==> config.mk <==
export PLATFORM = sky130hd
export DESIGN_NAME = uart_rx_dma
export DESIGN_NICKNAME = d
export VERILOG_FILES = /design/src/rtl/uart_pkg.sv /design/src/rtl/uart_rx_dma_fifo.sv /design/src/rtl/uart_rx_dma.sv
export SDC_FILE = /design/constraint.sdc
export NUM_CORES = 1
export LEC_CHECK = 0
export ABC_AREA = 1
export BUFFER_PORTS_ARGS = -buffer_cell sky130_fd_sc_hd__buf_2
export CAP_MARGIN = 5
export CORE_AREA = 2 2 126 128
export DETAILED_ROUTE_END_ITERATION = 7
export DIE_AREA = 0 0 128 130
export PLACE_DENSITY_LB_ADDON = 0.08
export SLEW_MARGIN = 20
export SYNTH_ARGS = -nofsm -noshare
export SYNTH_HDL_FRONTEND = slang
export SYNTH_SLANG_ARGS = --single-unit
==> constraint.sdc <==
create_clock -name clk -period 1.8 [get_ports clk]
set_clock_uncertainty 0.15 [all_clocks]
set_input_delay 0.54 -clock clk [delete_from_list [all_inputs] [get_ports clk]]
set_output_delay 0.54 -clock clk [all_outputs]
set_load 0.02 [all_outputs]
==> src/rtl/uart_pkg.sv <==
// Shared UART definitions: memory access widths, the RX DMA register
// indices, CFG bit positions and the RX write FSM state encoding.
package uart_pkg;

    localparam logic [1:0] MEM_ACC_8  = 2'd0;
    localparam logic [1:0] MEM_ACC_16 = 2'd1;
    localparam logic [1:0] MEM_ACC_32 = 2'd2;

    localparam logic [1:0] CFG_ADDR       = 2'd0;
    localparam logic [1:0] DST_START_ADDR = 2'd1;
    localparam logic [1:0] DST_STOP_ADDR  = 2'd2;
    localparam logic [1:0] DST_PTR_ADDR   = 2'd3;

    localparam int RX_EN_BIT      = 0;
    localparam int RX_DONE_BIT    = 1;
    localparam int RX_OVERRUN_BIT = 2;
    localparam int RX_EMPTY_BIT   = 3;

    typedef enum logic [1:0] {
        RX_IDLE = 2'd0,
        RX_WAIT = 2'd1,
        RX_ADV  = 2'd2
    } rx_state_t;

endpackage

==> src/rtl/uart_rx_dma_fifo.sv <==
// fifo: synchronous first-word-fall-through FIFO used as the RX byte buffer.
// Ports: clk, rst (sync, active-high), flush (drops all contents),
// push/push_data, pop/pop_data (head of queue), empty, full.
// DEPTH must be a power of two, at least 2. Push while full and pop while
// empty are ignored.
module fifo #(
    parameter int DATA_WIDTH = 8,
    parameter int DEPTH      = 8
) (
    input  logic                  clk,
    input  logic                  rst,
    input  logic                  flush,
    input  logic                  push,
    input  logic [DATA_WIDTH-1:0] push_data,
    input  logic                  pop,
    output logic [DATA_WIDTH-1:0] pop_data,
    output logic                  empty,
    output logic                  full
);
    localparam int AW = $clog2(DEPTH);

    logic [DATA_WIDTH-1:0] mem [DEPTH];
    logic [AW:0]           wr_ptr;
    logic [AW:0]           rd_ptr;

    // Extra pointer bit separates full from empty when the indices match.
    assign empty    = (wr_ptr == rd_ptr);
    assign full     = (wr_ptr[AW] != rd_ptr[AW]) && (wr_ptr[AW-1:0] == rd_ptr[AW-1:0]);
    assign pop_data = mem[rd_ptr[AW-1:0]];

    always_ff @(posedge clk) begin
        if (rst || flush) begin
            wr_ptr <= '0;
            rd_ptr <= '0;
        end else begin
            if (push && !full)
                wr_ptr <= wr_ptr + 1'b1;
            if (pop && !empty)
                rd_ptr <= rd_ptr + 1'b1;
        end
    end

    always_ff @(posedge clk) begin
        if (push && !full && !flush)
            mem[wr_ptr[AW-1:0]] <= push_data;
    end

endmodule

==> src/rtl/uart_rx_dma.sv <==
// uart_rx_dma: receive-side DMA. Buffers bytes from rx_deserializer and
// writes them one per transfer into memory from dst_start up to (excluding)
// dst_stop, over a byte-wide master port.
// Ports: clk, rst (sync, active-high); rx_data/rx_valid (byte intake);
// reg_req/reg_we/reg_select/reg_data_in/reg_data_out/reg_ready (register
// window: CFG, DST_START, DST_STOP, DST_PTR); mem_req/mem_we/mem_addr/
// mem_data_out/mem_width/mem_ready (memory write port); rx_irq (DONE|OVERRUN).
// Build option: define UART_RX_FIFO_EN to buffer in a fifo of RX_FIFO_DEPTH
// entries; otherwise a single holding register is used.
module uart_rx_dma
    import uart_pkg::*;
#(
    parameter int M_WIDTH       = 32,
    parameter int RX_FIFO_DEPTH = 8
) (
    input  logic               clk,
    input  logic               rst,
    input  logic [7:0]         rx_data,
    input  logic               rx_valid,
    input  logic               reg_req,
    input  logic               reg_we,
    input  logic [1:0]         reg_select,
    input  logic [M_WIDTH-1:0] reg_data_in,
    output logic [M_WIDTH-1:0] reg_data_out,
    output logic               reg_ready,
    output logic               mem_req,
    output logic               mem_we,
    output logic [M_WIDTH-1:0] mem_addr,
    output logic [M_WIDTH-1:0] mem_data_out,
    output logic [1:0]         mem_width,
    input  logic               mem_ready,
    output logic               rx_irq
);
    if (RX_FIFO_DEPTH < 2 || (RX_FIFO_DEPTH & (RX_FIFO_DEPTH - 1)) != 0)
        $error("RX_FIFO_DEPTH must be a power of two >= 2");

    rx_state_t          state;
    logic               rx_en;
    logic               overrun;
    logic [M_WIDTH-1:0] dst_start;
    logic [M_WIDTH-1:0] dst_stop;
    logic [M_WIDTH-1:0] dst_ptr;

    logic               fifo_empty;
    logic               fifo_full;
    logic [7:0]         fifo_head;

    logic               at_stop;
    logic               accept;
    logic               push;
    logic               pop;
    logic               overrun_set;
    logic               reg_wr;
    logic               cfg_wr;
    logic               start_wr;
    logic               stop_wr;
    logic               done;
    logic [M_WIDTH-1:0] cfg_value;
    logic [M_WIDTH-1:0] rd_value;

    assign at_stop     = (dst_ptr == dst_stop);
    assign accept      = rx_valid & rx_en & ~at_stop;
    // Full is the pre-edge flag, so a same-cycle pop never makes room.
    assign push        = accept & ~fifo_full;
    assign overrun_set = accept & fifo_full;
    assign reg_wr      = reg_req & reg_we;
    assign cfg_wr      = reg_wr & (reg_select == CFG_ADDR);
    assign start_wr    = reg_wr & (reg_select == DST_START_ADDR);
    assign stop_wr     = reg_wr & (reg_select == DST_STOP_ADDR);
    assign pop         = (state == RX_ADV) & ~start_wr;
    assign done        = rx_en & at_stop & fifo_empty;

`ifdef UART_RX_FIFO_EN
    fifo #(
        .DATA_WIDTH (8),
        .DEPTH      (RX_FIFO_DEPTH)
    ) u_fifo (
        .clk       (clk),
        .rst       (rst),
        .flush     (start_wr),
        .push      (push),
        .push_data (rx_data),
        .pop       (pop),
        .pop_data  (fifo_head),
        .empty     (fifo_empty),
        .full      (fifo_full)
    );
`else
    logic       hold_valid;
    logic [7:0] hold_data;

    always_ff @(posedge clk) begin
        if (rst) begin
            hold_valid <= 1'b0;
            hold_data  <= 8'h00;
        end else if (start_wr) begin
            hold_valid <= 1'b0;
        end else begin
            if (pop)
                hold_valid <= 1'b0;
            if (push) begin
                hold_valid <= 1'b1;
                hold_data  <= rx_data;
            end
        end
    end

    assign fifo_empty = ~hold_valid;
    assign fifo_full  = hold_valid;
    assign fifo_head  = hold_data;
`endif

    always_comb begin
        cfg_value                 = '0;
        cfg_value[RX_EN_BIT]      = rx_en;
        cfg_value[RX_DONE_BIT]    = done;
        cfg_value[RX_OVERRUN_BIT] = overrun;
        cfg_value[RX_EMPTY_BIT]   = fifo_empty;
    end

    always_comb begin
        rd_value = '0;
        case (reg_select)
            CFG_ADDR:       rd_value = cfg_value;
            DST_START_ADDR: rd_value = dst_start;
            DST_STOP_ADDR:  rd_value = dst_stop;
            DST_PTR_ADDR:   rd_value = dst_ptr;
            default:        rd_value = '0;
        endcase
    end

    always_ff @(posedge clk) begin
        if (rst) begin
            state        <= RX_IDLE;
            mem_req      <= 1'b0;
            rx_en        <= 1'b0;
            overrun      <= 1'b0;
            dst_start    <= '0;
            dst_stop     <= '0;
            dst_ptr      <= '0;
            reg_ready    <= 1'b0;
            reg_data_out <= '0;
        end else begin
            reg_ready <= reg_req;
            if (reg_req)
                reg_data_out <= rd_value;

            if (cfg_wr)
                rx_en <= reg_data_in[RX_EN_BIT];
            // A new overrun outranks a same-cycle write-1-to-clear.
            if (overrun_set)
                overrun <= 1'b1;
            else if (cfg_wr && reg_data_in[RX_OVERRUN_BIT])
                overrun <= 1'b0;
            if (stop_wr)
                dst_stop <= reg_data_in;

            case (state)
                RX_IDLE: begin
                    if (rx_en && !fifo_empty && !at_stop) begin
                        state   <= RX_WAIT;
                        mem_req <= 1'b1;
                    end
                end
                // RX_EN is deliberately not checked here: a started write finishes.
                RX_WAIT: begin
                    if (mem_ready) begin
                        state   <= RX_ADV;
                        mem_req <= 1'b0;
                    end
                end
                RX_ADV: begin
                    dst_ptr <= dst_ptr + M_WIDTH'(1);
                    state   <= RX_IDLE;
                end
                default: begin
                    state   <= RX_IDLE;
                    mem_req <= 1'b0;
                end
            endcase

            // Reprogramming the start address restarts the channel and
            // overrides any pointer advance or transfer in flight.
            if (start_wr) begin
                dst_start <= reg_data_in;
                dst_ptr   <= reg_data_in;
                state     <= RX_IDLE;
                mem_req   <= 1'b0;
            end
        end
    end

    assign mem_we       = mem_req;
    assign mem_addr     = dst_ptr;
    assign mem_data_out = fifo_empty ? '0 : {{(M_WIDTH-8){1'b0}}, fifo_head};
    assign mem_width    = MEM_ACC_8;
    assign rx_irq       = done | overrun;

endmodule

# After elaboration in Yosys (flattened, before gate mapping)
# Cells that the tools add are included.
# W data, S select, Z words.
[word_totals]
regBits = 143
inputBits = 48
out_inout_bits = 102
elab_cells = 63
[classes]
add_sub_neg = 1
eq_ne = 8
n_mux = 14
n_bitwise = 16
n_reduce_logical = 13
[op_table]
columns = ["cell", "count"]
rows = [
  ["$pmux W32 S4", 1],
  ["$mux W32", 2],
  ["$add A32 B1 Y32 const B", 1],
  ["$eq A32 B32 Y1", 1],
  ["$and A1 B1 Y1", 11],
  ["$mux W8", 1],
  ["$eq A2 B2 Y1 const B", 3],
  ["$mux W1", 6],
  ["$reduce_bool A2 Y1", 3],
  ["$eq A2 B1 Y1 const B", 2],
  ["$logic_not A2 Y1", 2],
  ["$mux W2", 2],
  ["$ne A2 B2 Y1 const B", 2],
  ["$not A1 Y1", 4],
  ["$pmux W2 S2", 1],
  ["$reduce_and A2 Y1", 2],
  ["$logic_and A1 B1 Y1", 3],
  ["$pmux W1 S3", 1],
  ["$reduce_and A3 Y1", 1],
  ["$reduce_or A2 Y1", 1],
  ["$logic_not A1 Y1", 1],
  ["$or A1 B1 Y1", 1],
]

# Depth between registers and ports, before layout
# Gate-level depths: netlist of run 1.
[depth]
word_depth = 6
ltp_mapped = 14
ltp_nobuf = 14

# Least setup slack after synthesis of run 1
# OpenSTA, ideal clock, no wires.
[synth_timing]
path_kind = "reg2reg"
start = "reg dst_ptr[1] (netlist: mem_addr[1])"
end = "reg dst_ptr[28] (netlist: mem_addr[28])"
setup_time_ns = 0.131
t_arrival_ns = 1.751
t_required_ns = 1.519
slack_ns = -0.232
stages_incl_launch_ff = 11
n_path_buf = 0
synth_period_minus_slack_ns = 2.032
path_cell_list = "dfxtp_1 > ha_1 > nand3_2 > nor3_2 > nand2_2 > nor2_4 > nand2_4 > nor3_4 > nand3_1 > nand3_2 > a21oi_2"
[synth_via]
elab_chain_len = 3
[synth_rtl]
columns = ["element", "line", "source"]
rows = [
  ["start: declaration", "uart_rx_dma.sv:42", "logic [M_WIDTH-1:0] dst_ptr;"],
  ["start signal: assignment", "uart_rx_dma.sv:173", "dst_ptr <= dst_ptr + M_WIDTH'(1);"],
  ["start signal: assignment", "uart_rx_dma.sv:186", "dst_ptr <= reg_data_in;"],
  ["$add A32 B1 Y32", "uart_rx_dma.sv:173", ""],
  ["$mux W32", "uart_rx_dma.sv:158", "case (state)"],
  ["$mux W32", "uart_rx_dma.sv:184", "if (start_wr) begin"],
]
# No other way between the ends. The select of a mux whose other input is x is not followed.
# A chain may end at the register's enable or synchronous reset.

# Final worst setup path of run 1
[layout_timing]
start = "reg dst_ptr[2] (netlist: mem_addr[2])"
end = "out rx_irq"
[layout_via]
elab_chain_len = 4
[layout_rtl]
columns = ["element", "line", "source"]
rows = [
  ["$eq A32 B32 Y1", "uart_rx_dma.sv:61", "assign at_stop = (dst_ptr == dst_stop);"],
  ["$and A1 B1 Y1 (2 in series)", "uart_rx_dma.sv:71", "assign done = rx_en & at_stop & fifo_empty;"],
  ["$or A1 B1 Y1", "uart_rx_dma.sv:197", "assign rx_irq = done | overrun;"],
  ["end: declaration", "uart_rx_dma.sv:32", "output logic rx_irq"],
]
# No other way between the ends.

==> qor_table.md, run 1 <==
| Parameter | This run | Unit |
|---|---|---|
| Number of antenna violations at the first check in global routing | 0 | - |
| Count of input and output buffers | 123 | - |
| TritonCTS Sinks | 143 | - |
| Kind of critical path | reg -> out | - |
| Mean instance size in the synthesized netlist | 6.96 | sq um |
| Via count | 7587 | - |
| Reg2Reg Depth | 15 | - |
| WHS Path Cells | 3 | - |
| Cell types occupying the most area after synthesis | sky130_fd_sc_hd__dfxtp_1, sky130_fd_sc_hd__nand2_1, sky130_fd_sc_hd__inv_1 | - |
| Hold worst-path end | dst_stop[11] | - |
| Worst min-delay path startpoint | reg_data_in[11] | - |
| Final clock period utilization by the worst path | 140 | % |
| Sw Share | 26.8 | % |
| Final standard cell count with taps included and fillers excluded | 1484 | - |
| Proportion of synthesized chip area in sequential cells | 39.8 | % |
| Fraction of synthesized cell area taken by the top area cell type | 39.8 | % |
| Critical Path Sink Type | output port | - |
| Commonest non-fill, non-tap cell in the layout | sky130_fd_sc_hd__nand2_1 | - |
| Worst IR Drop VDD | 0.587 | mV |
| Max-cap check violation count | 0 | - |
| Hold/Removal Path Class | in -> reg | - |
| R2r setup slk | -0.30 | ns |
| Synthesis-to-layout area growth | 42.5 | % |
| Combinational group share of total power | 12.5 | % |
| Number of setup violations in the final report | 39 | - |
| Number of nets in the layout | 1328 | - |
| Cell class contributing the biggest share of worst-path delay | simple AND/OR/NAND/NOR gates | - |
| Final count of pins violating max slew | 0 | - |
| Most area-hungry cell type in the Yosys netlist | sky130_fd_sc_hd__dfxtp_1 | - |
| Post-synthesis sequential element count | 143 | - |
| Most frequent cells in the layout | sky130_fd_sc_hd__nand2_1, sky130_fd_sc_hd__buf_4, sky130_fd_sc_hd__dfxtp_1, sky130_fd_sc_hd__buf_2, sky130_fd_sc_hd__inv_1 | - |
| Final core occ | 66.4 | % |
| Via count of the first global-routing pass | 6876 | - |
| Remaining design rule violation count | 0 | - |
| Setup slack of the critical path after layout | -0.713 | ns |
| Cell at the slowest stage of the critical path | sky130_fd_sc_hd__dfxtp_4 | - |
| Post-Place Cells | 1439 | - |
| Maximum number of pins on one net before global-route repair | 49 | - |
| Violated checks | negative setup slack | - |
| Drt initial violations | 531 | - |
| Clock tree from TritonCTS | yes | - |
| Arrival time at the worst endpoint | 1.82 | ns |
| Worst EP required | 1.11 | ns |
| Final total negative setup slack | -5.52 | ns |
| Timing-limited maximum frequency | 398 | MHz |
| Aggregate global routing overflow | 0 | - |
| Origin of the worst setup path | mem_addr[2] | - |
| Syn. warnings | 0 | - |
| FF-to-FF End | fifo_head[7] | - |
| Post-DRT Antenna Nets | 0 | - |
| Initial Util | 46.6 | % |
| Result of the run | complete, but fails checks | - |
| CTS buffer count | 17 | - |
| Highest net fanout along the worst path | 3 | - |
| Relative contribution of the clock network to total power | 44.4 | % |
| CP cell instances | xnor2_2 -> nand2_1 -> nor2_1 -> nand2_1 -> nor2_4 -> nand4_1 -> nand2_2 -> buf_6 | - |
| Min Clock Period, post-route | 2.51 | ns |
| Instance count of the mapped netlist | 1034 | - |
| DRT Pass-1 Iters | 5 | - |
| Row count | 46 | - |
| Cell Area, Synth | 7190 | sq um |
| CP bufs+invs | 1 | - |
| Flop pwr share | 43.1 | % |
| Total power | 7.61 | mW |
| Die X-Extent | 128 | um |
| Final count of hold timing violations | 0 | - |
| Design internal power | 5.57 | mW |
| Wire length per cell | 16.0 | um |
| Ratio of routed vias to standard cells | 5.11 | - |
| Total power per unit cell area | 742 | nW/um^2 |
| Switching power summed over all nets | 2.04 | mW |
| Maximum number of buffers from clock root to sink | 2 | - |
| Cell chosen for the clock root | sky130_fd_sc_hd__clkbuf_16 | - |
| Placeable Area | 15400 | sq um |
| Final weighted congestion of routability-driven global placement | 0.910 | - |
| Leakage power total | 4.79 | nW |
| First-pass GRT wire length | 35800 | um |
| Top-Level Pins | 150 | - |
| Die area | 16600 | sq um |
| CTS clk-pin slew, worst paths | 0.06 | ns |
| Share of post-route cells with drive strength above 1 | 34.9 | % |
| Number of distinct standard cells referenced by the synthesized netlist | 37 | - |
| Final WL | 23700 | um |
| Number of buffers inserted for hold repair after clock tree synthesis | 0 | - |
| Filler cell count | 1377 | - |
| CTS HTree Levels | 4 | - |
| Detailed placer's ending HPWL | 16700 | um |
| Type of origin of the critical path | register | - |
| Overall routing resource usage | 28.2 | % |
| Most used cell along the critical path | sky130_fd_sc_hd__nand2_1 | - |
| Antenna Diode Count | 0 | - |
| CP peak stage delay | 0.36 | ns |
| Vertical die dimension | 130 | um |
| Reg-to-Reg Start | mem_addr[2] | - |
| RSZ-0062 raised after global routing | true | - |
| Worst-skew pair later-pin latency | 0.43 | ns |
| Final Hold Slack | 0.211 | ns |
[worst max path at each step]
stage             end  slack [ns]  cells after the start
3_3_place_gp   rx_irq       -0.36                     10
3_5_place_dp   rx_irq       -0.38                     10
6_report       rx_irq       -0.71                      8
5_1_grt        rx_irq       -0.81                      8
2_1_floorplan  rx_irq       -0.06                      8
4_1_cts        rx_irq       -0.71                     10
[state kept, by name, indices dropped and copies added (netlist names), 2 cells and up]
signal / flops
fifo_head: 8
dst_stop: 32
state: 2
reg_data_out: 32
mem_addr: 32
dst_start: 32
[routing by layer]
layer	vias to the layer above	share of wire [%]	track usage (%)
met5	-	0	0
met4	0	3.3	11.2
met3	40	4.4	5.13
met2	228	48	47.3
met1	3572	44	36.2
li1	3747	-	-
[synthesized netlist by cell type]
| master | n |
|---|---|
| sky130_fd_sc_hd__nand2_1 | 285 |
| sky130_fd_sc_hd__clkinv_1 | 3 |
| sky130_fd_sc_hd__nor3_4 | 1 |
| sky130_fd_sc_hd__nor3_2 | 3 |
| sky130_fd_sc_hd__o22ai_1 | 25 |
| sky130_fd_sc_hd__a21oi_2 | 1 |
| sky130_fd_sc_hd__nand3b_1 | 3 |
| sky130_fd_sc_hd__inv_1 | 109 |
| sky130_fd_sc_hd__nand2_2 | 3 |
| sky130_fd_sc_hd__nor3_1 | 10 |
| sky130_fd_sc_hd__clkbuf_2 | 6 |
| sky130_fd_sc_hd__a221oi_1 | 3 |
| sky130_fd_sc_hd__dfxtp_1 | 143 |
| sky130_fd_sc_hd__a21oi_1 | 57 |
| sky130_fd_sc_hd__nand4_1 | 5 |
| sky130_fd_sc_hd__xor2_1 | 21 |
| sky130_fd_sc_hd__clkbuf_1 | 27 |
| sky130_fd_sc_hd__o221ai_1 | 15 |
| sky130_fd_sc_hd__buf_1 | 6 |
| sky130_fd_sc_hd__inv_2 | 5 |
| sky130_fd_sc_hd__nor2_1 | 97 |
| sky130_fd_sc_hd__ha_1 | 1 |
| sky130_fd_sc_hd__nand2_4 | 1 |
| sky130_fd_sc_hd__a31oi_1 | 18 |
| sky130_fd_sc_hd__xnor2_1 | 26 |
| sky130_fd_sc_hd__nor2_8 | 2 |
| sky130_fd_sc_hd__o211ai_1 | 7 |
| sky130_fd_sc_hd__nor2_4 | 6 |
| sky130_fd_sc_hd__nand3_1 | 34 |
| sky130_fd_sc_hd__nand3_2 | 2 |
| sky130_fd_sc_hd__o21ai_0 | 63 |
| sky130_fd_sc_hd__buf_2 | 11 |
| sky130_fd_sc_hd__nor2_2 | 3 |
| sky130_fd_sc_hd__buf_6 | 1 |
| sky130_fd_sc_hd__buf_4 | 29 |
| sky130_fd_sc_hd__conb_1 | 1 |
| sky130_fd_sc_hd__or2_1 | 1 |
[kinds of logic (layout without fill, tap and decap cells)]
kind of cell    Yosys count  in the layout  share of synthesized area [%]
compound gates          189            189                           15.1
xor+xnor                 47             47                           5.72
fa+ha+maj                 1              1                          0.174
buf+inv                 197            430                           12.2
flops                   143            143                           39.8
other cells               1             26                         0.0521
simple gates            456            456                           26.9
[worst min-delay path: cells and delay by family]
kind | cells | cell delay [ns]
buf+inv | 1 | 0.09
simple gates | 2 | 0.12
[cell type report]
class,instances,area (sq um),share of cell area (%)
multi-input cells,719,3930,38.3
repair buffers,281,2130,20.7
clock inverters,11,75.1,0.733
flip-flops and latches,143,2950,28.8
inverters,117,439,4.29
well taps,192,240,2.34
clock buffers,21,493,4.81
[power by group through the flow]
stage	combinational, mW	sequential (mW)	clock, mW
2_1_floorplan	0.459	3.38	0
4_1_cts	0.875	3.28	3.41
3_5_place_dp	0.838	3.34	0
3_3_place_gp	0.838	3.34	0
5_1_grt	1.02	3.29	3.56
6_report	0.950	3.28	3.38
[per-stage QoR]
stage               instance area (sq um)  worst slack, ns
finish                              10200           -0.713
global route                        10200           -0.812
CTS                                  9890           -0.710
detailed placement                   9070           -0.379
global placement                     9070           -0.362
floorplan                            7490          -0.0631
[what timing repair did]
action | CTS | global route
resized for setup | 64 | 104
pin swaps | 16 | 36
setup buffers | 7 | 8
endpoints found under the setup margin | 38 | 58
Power figures use the tool's default switching activity.
==> run 2: changes to the inputs <==
Settings changed: CORE_AREA 2 2 126 128 to 2 2 107 150, DIE_AREA 0 0 128 130 to 0 0 109 152.
==> qor_table.md, run 2 (synthesis gave the netlist of run 1 again) <==
| Parameter | This run | Unit | Change |
|---|---|---|---|
| Drt initial violations | 389 | - | -27% |
| Via count | 7796 | - | +2.8% |
| Clock tree from TritonCTS | yes | - |  |
| TritonCTS Sinks | 143 | - | unchanged |
| Post-DRT Antenna Nets | 0 | - | unchanged |
| Kind of critical path | reg -> out | - |  |
| Final standard cell count with taps included and fillers excluded | 1509 | - | +1.7% |
| Maximum number of buffers from clock root to sink | 2 | - | unchanged |
| Count of input and output buffers | 123 | - | unchanged |
| Top-Level Pins | 150 | - | unchanged |
| Synthesis-to-layout area growth | 46.2 | % |  |
| Type of origin of the critical path | register | - |  |
| CTS buffer count | 17 | - | unchanged |
| Max-cap check violation count | 0 | - | unchanged |
| DRT Pass-1 Iters | 5 | - | unchanged |
| Total power per unit cell area | 725 | nW/um^2 | -2.4% |
| Detailed placer's ending HPWL | 17500 | um | +4.7% |
| Commonest non-fill, non-tap cell in the layout | sky130_fd_sc_hd__nand2_1 | - |  |
| Setup slack of the critical path after layout | -0.735 | ns | -0.0219 ns |
| Placeable Area | 15300 | sq um | -0.57% |
| Switching power summed over all nets | 2.01 | mW | -1.5% |
| Final weighted congestion of routability-driven global placement | 0.904 | - | -0.65% |
| Antenna Diode Count | 0 | - | unchanged |
| Most frequent cells in the layout | sky130_fd_sc_hd__nand2_1, sky130_fd_sc_hd__buf_4, sky130_fd_sc_hd__buf_2, sky130_fd_sc_hd__dfxtp_1, sky130_fd_sc_hd__inv_1 | - |  |
| Vertical die dimension | 152 | um | +17% |
| Hold/Removal Path Class | in -> reg | - |  |
| Remaining design rule violation count | 0 | - | unchanged |
| Worst EP required | 1.11 | ns | about the same |
| Leakage power total | 4.82 | nW | +0.69% |
| Final WL | 25100 | um | +6.2% |
| Row count | 54 | - | +17% |
| Final count of pins violating max slew | 0 | - | unchanged |
| Total power | 7.62 | mW | +0.18% |
| Final count of hold timing violations | 0 | - | unchanged |
| Flop pwr share | 43.1 | % | about the same |
| Share of post-route cells with drive strength above 1 | 37.0 | % | +2.1 points |
| Overall routing resource usage | 30.0 | % | +1.8 points |
| CP peak stage delay | 0.33 | ns | -0.03 ns |
| Via count of the first global-routing pass | 7493 | - | +9.0% |
| Timing-limited maximum frequency | 394 | MHz | -0.86% |
| Initial Util | 46.9 | % | +0.27 points |
| CTS clk-pin slew, worst paths | 0.06 | ns | about the same |
| First-pass GRT wire length | 38000 | um | +6.0% |
| Maximum number of pins on one net before global-route repair | 70 | - | +43% |
| Min Clock Period, post-route | 2.54 | ns | +0.0219 ns |
| Final clock period utilization by the worst path | 141 | % | +1.2 points |
| Number of nets in the layout | 1350 | - | +1.7% |
| Arrival time at the worst endpoint | 1.85 | ns | +0.03 ns |
| Cell area after layout | 10500 | sq um | +2.6% |
| Result of the run | complete, but fails checks | - |  |
| CP cell instances | xnor2_2 -> nand2_1 -> nor2_2 -> nand2_1 -> nor2_2 -> nand4_1 -> nand2_2 -> buf_6 | - |  |
| Relative contribution of the clock network to total power | 44.2 | % | -0.2 points |
| Die X-Extent | 109 | um | -15% |
| Cell at the slowest stage of the critical path | sky130_fd_sc_hd__dfxtp_2 | - |  |
| Sw Share | 26.4 | % | -0.45 points |
| Cell chosen for the clock root | sky130_fd_sc_hd__clkbuf_16 | - |  |
| Ratio of routed vias to standard cells | 5.17 | - | +1.1% |
| Number of buffers inserted for hold repair after clock tree synthesis | 0 | - | unchanged |
| Aggregate global routing overflow | 0 | - | unchanged |
| RSZ-0062 raised after global routing | true | - |  |
| Violated checks | negative setup slack | - |  |
| Design internal power | 5.61 | mW | +0.80% |
| Worst-skew pair later-pin latency | 0.42 | ns | about the same |
| Critical Path Sink Type | output port | - |  |
| Combinational group share of total power | 12.8 | % | +0.3 points |
| Die area | 16600 | sq um | -0.43% |
| Worst IR Drop VDD | 0.520 | mV | -11% |
| CTS HTree Levels | 4 | - | unchanged |
| Standard cell area after detailed placement | 9180 | sq um | +1.2% |
| Post-Place Cells | 1452 | - | +0.90% |
| Number of antenna violations at the first check in global routing | 0 | - | unchanged |
| Highest net fanout along the worst path | 2 | - | -1 |
| Wire length per cell | 16.7 | um | +4.4% |
| Number of setup violations in the final report | 38 | - | -2.6% |
## run 2: changes by cell type in the layout (fill, tap and decap cells not counted), moves of 8 or more
cell and delta:
sky130_fd_sc_hd__xnor2_1 -9, sky130_fd_sc_hd__nand2_4 -10, sky130_fd_sc_hd__buf_4 +10, sky130_fd_sc_hd__xnor2_2 +9, sky130_fd_sc_hd__nand2_2 +11, sky130_fd_sc_hd__buf_6 +8
## run 2: through the flow
step / util, % / hold WS, ns / TNS [ns] / setup WS (ns)
2_1_floorplan: - / 0.269 / -0.0893 / -0.0631
3_3_place_gp: 59.8 / 0.285 / -16.74 / -0.376
3_5_place_dp: 59.8 / 0.289 / -18.11 / -0.387
4_1_cts: 66.4 / 0.202 / -5.59 / -0.687
5_1_grt: 68.6 / 0.215 / -10.91 / -0.774
6_report: 68.6 / 0.206 / -8.11 / -0.735
## run 2: path summary, 6_finish.rpt
path | startpoint | endpoint | slack, ns | depth (start not counted)
worst max register to register | mem_addr[17] | fifo_head[7] | -0.44 | 16
worst min-delay path | reg_data_in[25] | dst_stop[25] | 0.21 | 3
worst min register to register | dst_start[11] | dst_start[11] | 0.30 | 2
worst max-delay path | dst_stop[13] | rx_irq | -0.74 | 8
## run 2: layout make-up
cell class	count	area [sq um]
Fill cell	1337	4820
Multi-Input combinational cell	719	3970
Sequential cell	143	2950
Timing Repair Buffer	303	2350
Clock buffer	23	510
Inverter	117	442
Tap cell	196	245
Clock inverter	8	53.8
## run 2: critical path: cells and delay by family, from the launching register on
kind / cells / cell delay (ns)
buffers and inverters: 1 / 0.12
DFF: 1 / 0.33
xor gates and xnor gates: 1 / 0.19
and+or+nand+nor: 6 / 0.78
## run 2: what timing repair did
action,CTS,global route
setup endpoints to repair,37,56
cloned,1,0
resized for setup,101,79
buffers inserted,14,17
pin swaps,35,38
## run 2: per-layer routing
metal,up-vias,wire length [um],track usage (%)
li1,3788,-,-
met1,3637,9230,33.0
met2,291,13100,53.4
met3,80,1320,4.03
met4,0,1500,17.6
met5,-,0,0
## run 2: power by group through the flow
| stage | sequential, mW | clock (mW) | combinational, mW |
|---|---|---|---|
| 2_1_floorplan | 3.38 | 0 | 0.459 |
| 6_report | 3.28 | 3.37 | 0.975 |
| 5_1_grt | 3.29 | 3.53 | 1.04 |
| 3_3_place_gp | 3.34 | 0 | 0.861 |
| 4_1_cts | 3.28 | 3.39 | 0.924 |
| 3_5_place_dp | 3.34 | 0 | 0.864 |
==> run 3: changes to the inputs <==
Settings changed: CORE_AREA 2 2 107 150 to 2 2 105 147, DIE_AREA 0 0 109 152 to 0 0 107 149.
==> qor_table.md, run 3 (synthesis gave the netlist of run 1 again) <==
| Parameter | This run | Unit | Change |
|---|---|---|---|
| Leakage power total | 4.83 | nW | +0.29% |
| Final Hold Slack | 0.211 | ns | +0.00444 ns |
| DRT Pass-1 Iters | 5 | - | unchanged |
| Antenna Diode Count | 0 | - | unchanged |
| Clock tree from TritonCTS | yes | - |  |
| Row count | 53 | - | -1.9% |
| Final count of pins violating max slew | 0 | - | unchanged |
| Synthesis-to-layout area growth | 45.0 | % |  |
| Number of buffers inserted for hold repair after clock tree synthesis | 0 | - | unchanged |
| Type of origin of the critical path | register | - |  |
| Highest net fanout along the worst path | 3 | - | +1 |
| Hold/Removal Path Class | in -> reg | - |  |
| Worst slew pin tran | 0.495 | ns |  |
| Overall routing resource usage | 30.9 | % | +0.93 points |
| Worst EP required | 1.11 | ns | about the same |
| Worst-skew pair later-pin latency | 0.42 | ns | about the same |
| Final WL | 24500 | um | -2.5% |
| Die X-Extent | 107 | um | -1.8% |
| Final total negative setup slack | -5.12 | ns | +2.99 ns |
| Placeable Area | 14800 | sq um | -3.6% |
| Commonest non-fill, non-tap cell in the layout | sky130_fd_sc_hd__nand2_1 | - |  |
| Cell chosen for the clock root | sky130_fd_sc_hd__clkbuf_16 | - |  |
| Worst min-delay path startpoint | reg_data_in[28] | - |  |
| CTS clk-pin slew, worst paths | 0.06 | ns | about the same |
| Vertical die dimension | 149 | um | -2.0% |
| Timing-limited maximum frequency | 397 | MHz | +0.60% |
| Relative slew slack | 66.9 | % |  |
| Min Clock Period, post-route | 2.52 | ns | -0.0151 ns |
| Arrival time at the worst endpoint | 1.83 | ns | -0.02 ns |
| Maximum number of pins on one net before global-route repair | 46 | - | -34% |
| Most frequent cells in the layout | sky130_fd_sc_hd__nand2_1, sky130_fd_sc_hd__buf_4, sky130_fd_sc_hd__dfxtp_1, sky130_fd_sc_hd__buf_2, sky130_fd_sc_hd__inv_1 | - |  |
| Wire length per cell | 16.4 | um | -1.5% |
| Via count | 7830 | - | +0.44% |
| Origin of the worst setup path | mem_addr[0] | - |  |
| Post-placement setup slack | -0.404 | ns | -0.0176 ns |
| Number of antenna violations at the first check in global routing | 0 | - | unchanged |
| Drt initial violations | 472 | - | +21% |
| Share of post-route cells with drive strength above 1 | 35.7 | % | -1.3 points |
| Final core occ | 70.5 | % | +1.9 points |
| Aggregate global routing overflow | 0 | - | unchanged |
| Initial Util | 48.6 | % | +1.7 points |
| Detailed placer's ending HPWL | 17000 | um | -2.6% |
| Total power | 7.70 | mW | +1.1% |
| Total power per unit cell area | 739 | nW/um^2 | +1.9% |
| Result of the run | complete, but fails checks | - |  |
| Final weighted congestion of routability-driven global placement | 0.886 | - | -1.9% |
| Final count of hold timing violations | 0 | - | unchanged |
| RSZ-0062 raised after global routing | true | - |  |
| Worst IR Drop VDD | 0.552 | mV | +6.2% |
| Setup slack of the critical path after layout | -0.720 | ns | +0.0151 ns |
| Via count of the first global-routing pass | 7631 | - | +1.8% |
| Remaining design rule violation count | 0 | - | unchanged |
| CTS HTree Levels | 4 | - | unchanged |
| Top-Level Pins | 150 | - | unchanged |
| CTS buffer count | 17 | - | unchanged |
| TritonCTS Sinks | 143 | - | unchanged |
| First-pass GRT wire length | 37900 | um | -0.11% |
| Number of nets in the layout | 1337 | - | -0.96% |
| Max-cap check violation count | 0 | - | unchanged |
| Ratio of routed vias to standard cells | 5.24 | - | +1.5% |
| Number of setup violations in the final report | 44 | - | +16% |
| Filler cell count | 1283 | - | -4.0% |
| Final clock period utilization by the worst path | 140 | % | -0.84 points |
| Critical Path Sink Type | output port | - |  |
| Reg-to-Reg Start | mem_addr[1] | - |  |
| Kind of critical path | reg -> out | - |  |
| Maximum number of buffers from clock root to sink | 2 | - | unchanged |
| Die area | 15900 | sq um | -3.8% |
| Count of input and output buffers | 123 | - | unchanged |
| Violated checks | negative setup slack | - |  |
| Post-DRT Antenna Nets | 0 | - | unchanged |
==> run 3: cell types whose count changed in the layout (fill, tap and decap cells not counted), moves of 7 or more <==
cell,delta
sky130_fd_sc_hd__buf_4,-20
sky130_fd_sc_hd__buf_6,+8
sky130_fd_sc_hd__nand2_2,-7
sky130_fd_sc_hd__xnor2_1,+7
sky130_fd_sc_hd__xnor2_2,-7
==> run 3: per-layer routing <==
metal  share of wire, %  vias up  global-route usage [%]  routed length (um)
met2                 51      314                    55.0               12600
li1                   -     3784                       -                   -
met4                5.8        0                    20.2                1410
met5                  0        -                       0                   0
met1                 37     3655                    33.7                9110
met3                5.8       77                    4.67                1420
==> run 3: cell type report <==
| type | count | area [sq um] | share of cell area [%] |
|---|---|---|---|
| tap | 192 | 240 | 2.30 |
| clock buffer | 19 | 453 | 4.34 |
| sequential | 143 | 2940 | 28.2 |
| multi-input combinational | 719 | 3970 | 38.1 |
| timing repair buffer | 290 | 2260 | 21.7 |
| inverter | 117 | 444 | 4.26 |
| clock inverter | 13 | 124 | 1.19 |
==> run 3: worst paths after layout <==
check,end,slack [ns],depth (start not counted)
max,rx_irq,-0.72,9
min,dst_stop[28],0.21,3
max reg2reg,mem_addr[26],-0.36,13
min reg2reg,dst_start[10],0.30,2
==> run 3: where the power goes <==
group	total [mW]	internal (mW)	switching (mW)	leakage, nW
combinational	0.930	0.359	0.571	3.37
sequential	3.28	3.23	0.0514	1.18
clock	3.49	2.01	1.49	0.288
==> run 3: metrics by stage <==
stage,instances,cell area (sq um)
after CTS,1486,10200
after global routing,1493,10400
after detailed placement,1441,9100
after floorplan,1059,7490
after global placement,1441,9100
final,1493,10400
==> run 3: worst max-delay path, cell delays in order (launching register included) <==
cell	delay, ns
sky130_fd_sc_hd__dfxtp_4	0.36
sky130_fd_sc_hd__inv_1	0.06
sky130_fd_sc_hd__nand2_1	0.06
sky130_fd_sc_hd__nand4_1	0.13
sky130_fd_sc_hd__nor2_1	0.16
sky130_fd_sc_hd__nand2_1	0.11
sky130_fd_sc_hd__nor2_4	0.13
sky130_fd_sc_hd__nand4_1	0.17
sky130_fd_sc_hd__nand2_2	0.13
sky130_fd_sc_hd__buf_6	0.12
==> run 3: what timing repair did <==
| action | in CTS | in global routing |
|---|---|---|
| pin swaps | 32 | 41 |
| buffers inserted | 12 | 12 |
| hold endpoints to repair | 0 | 0 |
| gates cloned | 1 | 0 |
| resized for setup | 120 | 67 |
| endpoints found under the setup margin | 40 | 57 |
